### src/rtl/slip_pkg.sv
// Shared SLIP (RFC 1055) byte constants and FSM state type.
// Used by the RX deframer and the future TX framer.
package slip_pkg;

  localparam logic [7:0] SLIP_END     = 8'hC0;
  localparam logic [7:0] SLIP_ESC     = 8'hDB;
  localparam logic [7:0] SLIP_ESC_END = 8'hDC;
  localparam logic [7:0] SLIP_ESC_ESC = 8'hDD;

  typedef enum logic [1:0] {
    ST_DATA = 2'd0,
    ST_ESC  = 2'd1,
    ST_DROP = 2'd2
  } slip_state_e;

endpackage

### src/rtl/slip_out_stage.sv
// Registered AXI-stream output slot carrying tdata+tlast.
// Holds its payload stable while valid and not ready.
module slip_out_stage (
  input  logic       clk,
  input  logic       rst,
  input  logic       push_i,
  input  logic [7:0] data_i,
  input  logic       last_i,
  output logic       ready_o,
  output logic [7:0] m_tdata_o,
  output logic       m_tvalid_o,
  output logic       m_tlast_o,
  input  logic       m_tready_i
);

  logic [7:0] data_q, data_d;
  logic       last_q, last_d;
  logic       valid_q, valid_d;

  // The slot may be refilled in the same cycle its current byte is taken.
  assign ready_o = !valid_q || m_tready_i;

  always_comb begin
    data_d  = data_q;
    last_d  = last_q;
    valid_d = valid_q;
    if (push_i) begin
      data_d  = data_i;
      last_d  = last_i;
      valid_d = 1'b1;
    end else if (m_tready_i) begin
      valid_d = 1'b0;
    end
  end

  always_ff @(posedge clk or posedge rst) begin
    if (rst) begin
      data_q  <= 8'h00;
      last_q  <= 1'b0;
      valid_q <= 1'b0;
    end else begin
      data_q  <= data_d;
      last_q  <= last_d;
      valid_q <= valid_d;
    end
  end

  assign m_tdata_o  = data_q;
  assign m_tvalid_o = valid_q;
  assign m_tlast_o  = last_q;

endmodule

### src/rtl/uart_slip_deframer.sv
// SLIP receive deframer: un-escapes, strips END, marks tlast on the final byte.
// Optional saturating error counter enabled by SLIP_DEFRAMER_ERR_CNT_EN.
module uart_slip_deframer
  import slip_pkg::*;
#(
  parameter int MAX_LEN = 256
) (
  input  logic        clk,
  input  logic        rst,
  input  logic [7:0]  s_tdata,
  input  logic        s_tvalid,
  output logic        s_tready,
  output logic [7:0]  m_tdata,
  output logic        m_tvalid,
  input  logic        m_tready,
  output logic        m_tlast,
  output logic        frame_err
`ifdef SLIP_DEFRAMER_ERR_CNT_EN
  ,
  output logic [15:0] err_cnt
`endif
);

  localparam int CW = $clog2(MAX_LEN + 1);
  localparam logic [CW-1:0] MAX_CNT = CW'(MAX_LEN);

  slip_state_e   state_q, state_d;
  logic [7:0]    hold_data_q, hold_data_d;
  logic          hold_valid_q, hold_valid_d;
  logic [CW-1:0] len_q, len_d;
  logic          err_q, err_d;
  logic          accept, push, push_last, is_data, close;
  logic [7:0]    data_byte;

  assign accept = s_tvalid && s_tready;

  // Classify the accepted raw byte, then apply the data/close effects on the hold register.
  always_comb begin
    state_d      = state_q;
    hold_data_d  = hold_data_q;
    hold_valid_d = hold_valid_q;
    len_d        = len_q;
    err_d        = 1'b0;
    push         = 1'b0;
    push_last    = 1'b0;
    is_data      = 1'b0;
    close        = 1'b0;
    data_byte    = s_tdata;
    if (accept) begin
      case (state_q)
        ST_DATA: begin
          if (s_tdata == SLIP_END)      close   = 1'b1;
          else if (s_tdata == SLIP_ESC) state_d = ST_ESC;
          else                          is_data = 1'b1;
        end
        ST_ESC: begin
          state_d = ST_DATA;
          if (s_tdata == SLIP_ESC_END) begin
            is_data   = 1'b1;
            data_byte = SLIP_END;
          end else if (s_tdata == SLIP_ESC_ESC) begin
            is_data   = 1'b1;
            data_byte = SLIP_ESC;
          end else if (s_tdata == SLIP_END) begin
            err_d = 1'b1;
            close = 1'b1;
          end else begin
            err_d   = 1'b1;
            state_d = ST_DROP;
          end
        end
        ST_DROP: begin
          if (s_tdata == SLIP_END) begin
            close   = 1'b1;
            state_d = ST_DATA;
          end
        end
        default: state_d = ST_DATA;
      endcase
    end
    if (is_data) begin
      if (len_q == MAX_CNT) begin
        err_d   = 1'b1;
        state_d = ST_DROP;
      end else begin
        push         = hold_valid_q;
        hold_data_d  = data_byte;
        hold_valid_d = 1'b1;
        len_d        = len_q + CW'(1);
      end
    end
    if (close) begin
      push         = hold_valid_q;
      push_last    = 1'b1;
      hold_valid_d = 1'b0;
      len_d        = '0;
    end
  end

  always_ff @(posedge clk or posedge rst) begin
    if (rst) begin
      state_q      <= ST_DATA;
      hold_data_q  <= 8'h00;
      hold_valid_q <= 1'b0;
      len_q        <= '0;
      err_q        <= 1'b0;
    end else begin
      state_q      <= state_d;
      hold_data_q  <= hold_data_d;
      hold_valid_q <= hold_valid_d;
      len_q        <= len_d;
      err_q        <= err_d;
    end
  end

  assign frame_err = err_q;

`ifdef SLIP_DEFRAMER_ERR_CNT_EN
  logic [15:0] err_cnt_q, err_cnt_d;

  always_comb begin
    err_cnt_d = err_cnt_q;
    if (err_d && err_cnt_q != 16'hFFFF) err_cnt_d = err_cnt_q + 16'd1;
  end

  always_ff @(posedge clk or posedge rst) begin
    if (rst) err_cnt_q <= 16'h0000;
    else     err_cnt_q <= err_cnt_d;
  end

  assign err_cnt = err_cnt_q;
`endif

  slip_out_stage u_out (
    .clk        (clk),
    .rst        (rst),
    .push_i     (push),
    .data_i     (hold_data_q),
    .last_i     (push_last),
    .ready_o    (s_tready),
    .m_tdata_o  (m_tdata),
    .m_tvalid_o (m_tvalid),
    .m_tlast_o  (m_tlast),
    .m_tready_i (m_tready)
  );

endmodule

### config.mk
export PLATFORM = sky130hd
export DESIGN_NAME = uart_slip_deframer
export DESIGN_NICKNAME = d
export VERILOG_FILES = /design/src/rtl/slip_pkg.sv /design/src/rtl/slip_out_stage.sv /design/src/rtl/uart_slip_deframer.sv
export SDC_FILE = /design/constraint.sdc
export NUM_CORES = 1
export LEC_CHECK = 0
export CAP_MARGIN = 10
export CORE_MARGIN = 2
export CORE_UTILIZATION = 35
export CTS_CLUSTER_SIZE = 28
export DETAILED_ROUTE_END_ITERATION = 12
export PLACE_DENSITY = 0.59
export REMOVE_ABC_BUFFERS = 1
export SLEW_MARGIN = 20
export SYNTH_ARGS = -nofsm -noshare
export SYNTH_HDL_FRONTEND = slang
export SYNTH_HIERARCHICAL = 1
export SYNTH_SLANG_ARGS = --single-unit
export TNS_END_PERCENT = 10
### constraint.sdc
create_clock -name clk -period 2.6 [get_ports clk]
set_clock_uncertainty 0.2 [all_clocks]
set_input_delay 0.39 -clock clk [delete_from_list [all_inputs] [get_ports clk]]
set_output_delay 0.39 -clock clk [all_outputs]
set_load 0.05 [all_outputs]
Word-level counts from Yosys, hierarchy flattened

Cells that the tools add are included.

Flip-flop bits (word level): 31
Output and inout port bits: 12
Logic and storage cells: 70

Add/sub/neg operators: 1
Equal/unequal tests: 8
Mux-type cells: 43
Bitwise logic cells: 1
Reductions and logical operators: 9

Operators with widths:

| operator            | count |
|---|---|
| $eq 8x8->1 const B  | 4 |
| $mux 8              | 4 |
| $mux 9              | 3 |
| $mux 1              | 24 |
| $mux 2              | 9 |
| $add 9x1->9 const B | 1 |
| $eq 9x9->1 const B  | 1 |
| $pmux 2 s3          | 1 |
| $pmux 1 s2          | 2 |
| $reduce_and 2->1    | 2 |
| $reduce_bool 2->1   | 2 |
| $eq 2x1->1 const B  | 1 |
| $eq 2x2->1 const B  | 1 |
| $logic_not 2->1     | 1 |
| $ne 2x2->1 const B  | 1 |
| $reduce_or 2->1     | 1 |
| $logic_and 1x1->1   | 1 |
| $logic_not 1->1     | 1 |
| $logic_or 1x1->1    | 1 |
| $not 1->1           | 1 |

Logic depth before layout (Yosys ltp)

Depth in word-level cells: 8
Depth in mapped cells: 9

Modules after synthesis

Netlist, hierarchy kept.

By module, submodules not included:

| module             | times used | cells each | area each (µm²) | sequential area each (µm²) |
|---|---|---|---|---|
| uart_slip_deframer | 1          | 122        | 1272.5          | 525.5 |
| slip_out_stage     | 1          | 23         | 412.9           | 250.2 |

Least setup slack after synthesis

OpenSTA, ideal clock, no wires.

Path type: register to register
Start: reg u_out.valid_q, in the netlist u_out/m_tvalid_o
End: reg u_out.data_q[0], in the netlist u_out/m_tdata_o[0]
Library setup time: 125 ps
Arrival time: 2418 ps
Path slack: -144 ps
Cell stages (with the launch flop): 8
Path buffers: 2
Cells stage by stage: dfrtp_1 -> nand2b_1 -> and2_1 -> nand4_1 -> clkbuf_1 -> a21oi_1 -> buf_6 -> mux2_4

Longest elaborated chain between the ends: 6
Elaborated cells between the ends (all ways): 7
Classes of those cells: 4 x mux; 3 x reduce/logical

Ends and longest elaborated chain:

| what                     | line                     | RTL |
|---|---|---|
| start: declaration       | slip_out_stage.sv:18     | `logic valid_q, valid_d;` |
| start signal: assignment | slip_out_stage.sv:44     | `valid_q <= valid_d;` |
| $logic_not 1->1 (*)      | slip_out_stage.sv:21     | `assign ready_o = !valid_q \|\| m_tready_i;` |
| $logic_or 1x1->1 (*)     | slip_out_stage.sv:21     |  |
| named net s_tready       | uart_slip_deframer.sv:12 | `output logic s_tready,` |
| $logic_and 1x1->1 (*)    | uart_slip_deframer.sv:35 | `assign accept = s_tvalid && s_tready;` |
| $mux 1                   | uart_slip_deframer.sv:49 | `if (accept) begin` |
| $mux 1                   | uart_slip_deframer.sv:81 | `if (is_data) begin` |
| $mux 1 (*)               | uart_slip_deframer.sv:92 | `if (close) begin` |
| named net push           | uart_slip_deframer.sv:32 | `logic accept, push, push_last, is_data, close;` |
| end signal: assignment   | slip_out_stage.sv:42     | `data_q <= data_d;` |
| end: declaration         | slip_out_stage.sv:16     | `logic [7:0] data_q, data_d;` |

The timed path passes the listed nets; every way through them passes the cells marked *.
A chain may end at the register's enable or synchronous reset.

Final worst setup path

Start: in s_tdata[4]
End: reg u_out.data_q[7], in the netlist u_out/m_tdata_o[7]

Longest elaborated chain between the ends: 7
Elaborated cells between the ends (all ways): 17
Classes of those cells: 4 x eq/ne; 13 x mux

Ends and longest elaborated chain:

| what                                 | line                                                                         | RTL |
|---|---|---|
| start: declaration                   | uart_slip_deframer.sv:10                                                     | `input logic [7:0] s_tdata,` |
| $eq 8x8->1 (on tied branches)        | --                                                                           |  |
| $mux 1 (on tied branches)            | --                                                                           |  |
| $mux 1 (on tied branches)            | uart_slip_deframer.sv:58, uart_slip_deframer.sv:52, uart_slip_deframer.sv:61 |  |
| $pmux 1 s2 or $mux 1 (tied branches) | uart_slip_deframer.sv:50, uart_slip_deframer.sv:58                           |  |
| $mux 1 or $pmux 1 s2 (tied branches) | uart_slip_deframer.sv:49, uart_slip_deframer.sv:50                           |  |
| $mux 1 (on tied branches)            | uart_slip_deframer.sv:81, uart_slip_deframer.sv:49                           |  |
| $mux 1 (*)                           | uart_slip_deframer.sv:92                                                     |  |
| named net push                       | uart_slip_deframer.sv:32                                                     |  |

Marked as above.

==> flow_summary_export.csv <==
group,metric,value,unit
sta,grt_setup_unrepaired,"no",
clock_tree,cts.root.buffer_cell,"clkbuf_8",
global_routing,grt.overflow.total,0,
global_routing,first_global_vias,1287,
sta,hold_violations,0,
floorplanning,core,4690,sq um
synth,synth-edff-count,0,
synth,yosysSeqAreaShare,46.0,%
setup_path,crit_fanout,10,
clock_tree,clk_pin_slew,0.06,ns
sta,tightestPinTransition,0.504,ns
cells_and_area,layout_common_cells,"dfrtp_1, clkdlybuf4s50_1, nand2_1",
pwr,max-vdd-ir-drop,0.357,mV
route,drt_iter0_markers,104,
synth,synthTopCellsByArea,"dfrtp_1, mux2_4, mux2i_1, nand2_1, nand2b_1",
sta,setup_violations,0,
placed_design,dpl.hpwl,2740,um
global_routing,groute.usage.overall,15.0,%
setup_path,crit_required,2.56,ns
setup_path,criticalPathCategory,"input pin to flip-flop",
synth,synthArstFlopShare,100,%
floorplanning,die_w,73.4,um
cells_and_area,fin_cells,241,
synth,synth_seq_cells,31,
cells_and_area,finish.instance_area,2180,sq um
synth,synth_area,1690,sq um
sta,maxSlewHeadroom,66.3,%
floorplanning,start_util,35.9,%
route,wirelength,3580,um
job,maxCapViolCount,0,
pwr,cellLeakagePower,0.988,nW
route,final_antenna_net_count,0,
setup_path,r2r-start,"state_q[0]",
clock_tree,cts_hold_buffers,0,
placed_design,place.gp.congestion,0.875,
cells_and_area,drive_gt1_share,25.1,%
synth,ys_types,36,
worst_hold_path,hold_class,"input pin to asynchronous set/reset pin",
clock_tree,clk_latency,0.28,ns
clock_tree,numCtsBuffers,5,
placed_design,placed_cells,233,
route,post_drt_via_cell_ratio,5.20,
cells_and_area,final_common_cell,"dfrtp_1",
synth,netlist.area_leader.share,46.0,%
sta,report.final.slew_viol_count,0,
pwr,power,1.63,mW
setup_path,r2r_slack,0.39,ns
synth,syn_inst,145,
cells_and_area,area_delta_synth_final,29.2,%
global_routing,grt_pass1_wl,6030,um
cells_and_area,diodes,0,
synth,synth-warning-count,6,
clock_tree,post_cts_resized,0,
clock_tree,cts_tree,"built",
global_routing,grt_antenna_before_repair,0,
placed_design,place_area,2080,sq um
sta,period_needed,2.37,ns
setup_path,r2r_cells,6,
setup_path,crit_start,"s_tdata[4]",
synth,ys.flop_type,"dfrtp_1",
floorplanning,die_y,73.4,um
sta,fmax,421,MHz
setup_path,start_kind,"input pin",
global_routing,grt_max_degree,22,
synth,syn_area_per_cell,11.6,sq um
clock_tree,post_cts_buffers,0,
setup_path,endpoint,"u_out/m_tdata_o[7]",
outcome,status,"finished clean",
floorplanning,die_area,5390,sq um
sta,fin_crit_sh,91.3,%
pwr,p_per_area,748,nW/um^2
synth,yosys.area.top_type,"dfrtp_1",
clock_tree,h-tree-depth,2,
floorplanning,design.portCount,24,
clock_tree,clk_path_buf_depth,2,
route,vias,1254,
setup_path,endpoint_kind,"flip-flop",
route,drc,0,
setup_path,arrival,2.34,ns
route,dr.pass1.iters,4,
setup_path,rr_endpoint,"u_out/m_tdata_o[7]",
cells_and_area,nNetsFinal,200,
placed_design,portBuffers,23,
floorplanning,rows,25,
route,wl_per_cell,14.8,um
clock_tree,clock-sinks,31,
-- per-layer routing --
layer | global-route usage (%) | up-vias | routed length (um)
met4 | 7.07 | 0 | 46
met5 | 0 | - | 0
met2 | 23.9 | 31 | 1690
li1 | - | 610 | -
met3 | 4.12 | 5 | 154
met1 | 18.8 | 608 | 1690
-- per-stage QoR --
| stage | setup WS (ns) | hold WS, ns | utilization, % | setup TNS [ns] |
|---|---|---|---|---|
| floorplan | -0.730 | 0.0302 | - | -7.10 |
| global placement | -0.0408 | 0.286 | 44.3 | -0.364 |
| detailed placement | -0.0427 | 0.289 | 44.3 | -0.325 |
| CTS | 0.246 | 0.230 | 46.4 | 0 |
| global route | 0.168 | 0.244 | 46.4 | 0 |
| finish | 0.227 | 0.219 | 46.4 | 0 |
-- registers in the layout, indices dropped and copies added, names as in the netlist --
register,flops
hold_valid_q,1
hold_data_q,8
len_q,9
state_q,2
u_out/m_tvalid_o,1
u_out/m_tdata_o,8
u_out/m_tlast_o,1
frame_err,1
-- cell usage after synthesis (2+ instances only) --
library cell	n
a2111oi_2	2
o31ai_1	2
inv_1	10
o2111ai_1	3
nand4_1	4
a21oi_1	8
nor3_1	4
mux2_2	2
dfrtp_1	31
mux2_4	11
buf_6	2
o21ai_0	3
nand2b_1	9
buf_2	2
mux2i_1	13
nand2_1	18
ha_1	2
-- critical path, cell delays in order --
cell and delay, ns:
clkdlybuf4s50_1 0.51, and4_1 0.27, nor3_1 0.28, o211ai_2 0.15
a21oi_1 0.25, buf_12 0.18, mux2_4 0.30
-- power breakdown --
group | internal (mW) | switching (mW) | total [mW]
combinational | 0.242 | 0.305 | 0.547
clock | 0.241 | 0.165 | 0.406
sequential | 0.587 | 0.0868 | 0.674
-- cell families after synthesis --
group / synth area share (%)
multiplexers: 18.9
buffers and inverters: 4.38
AND/OR/NAND/NOR: 17.7
adder cells (fa/ha/maj): 1.48
AO/OA/AOI/OAI: 11.6
flip-flops: 46.0
-- cell type report --
type                       count  area [sq um]
clock buffer                   8           100
fill                         434          2510
inverter                      10          37.5
multi-input combinational     99           836
sequential                    31           776
tap                           54          67.6
timing repair buffer          39           360
-- worst min-delay path by stage --
stage	from	endpoint	slack [ns]	cells after the start
final	rst	u_out/m_tdata_o[3]	0.22	2
after global routing	rst	u_out/m_tdata_o[7]	0.24	2
after CTS	rst	u_out/m_tdata_o[5]	0.23	2
after detailed placement	hold_data_q[3]	u_out/m_tdata_o[3]	0.29	1
after global placement	len_q[4]	len_q[4]	0.29	1
after floorplan	rst	u_out/m_tdata_o[0]	0.03	1
(Power assumes the default switching activity.)
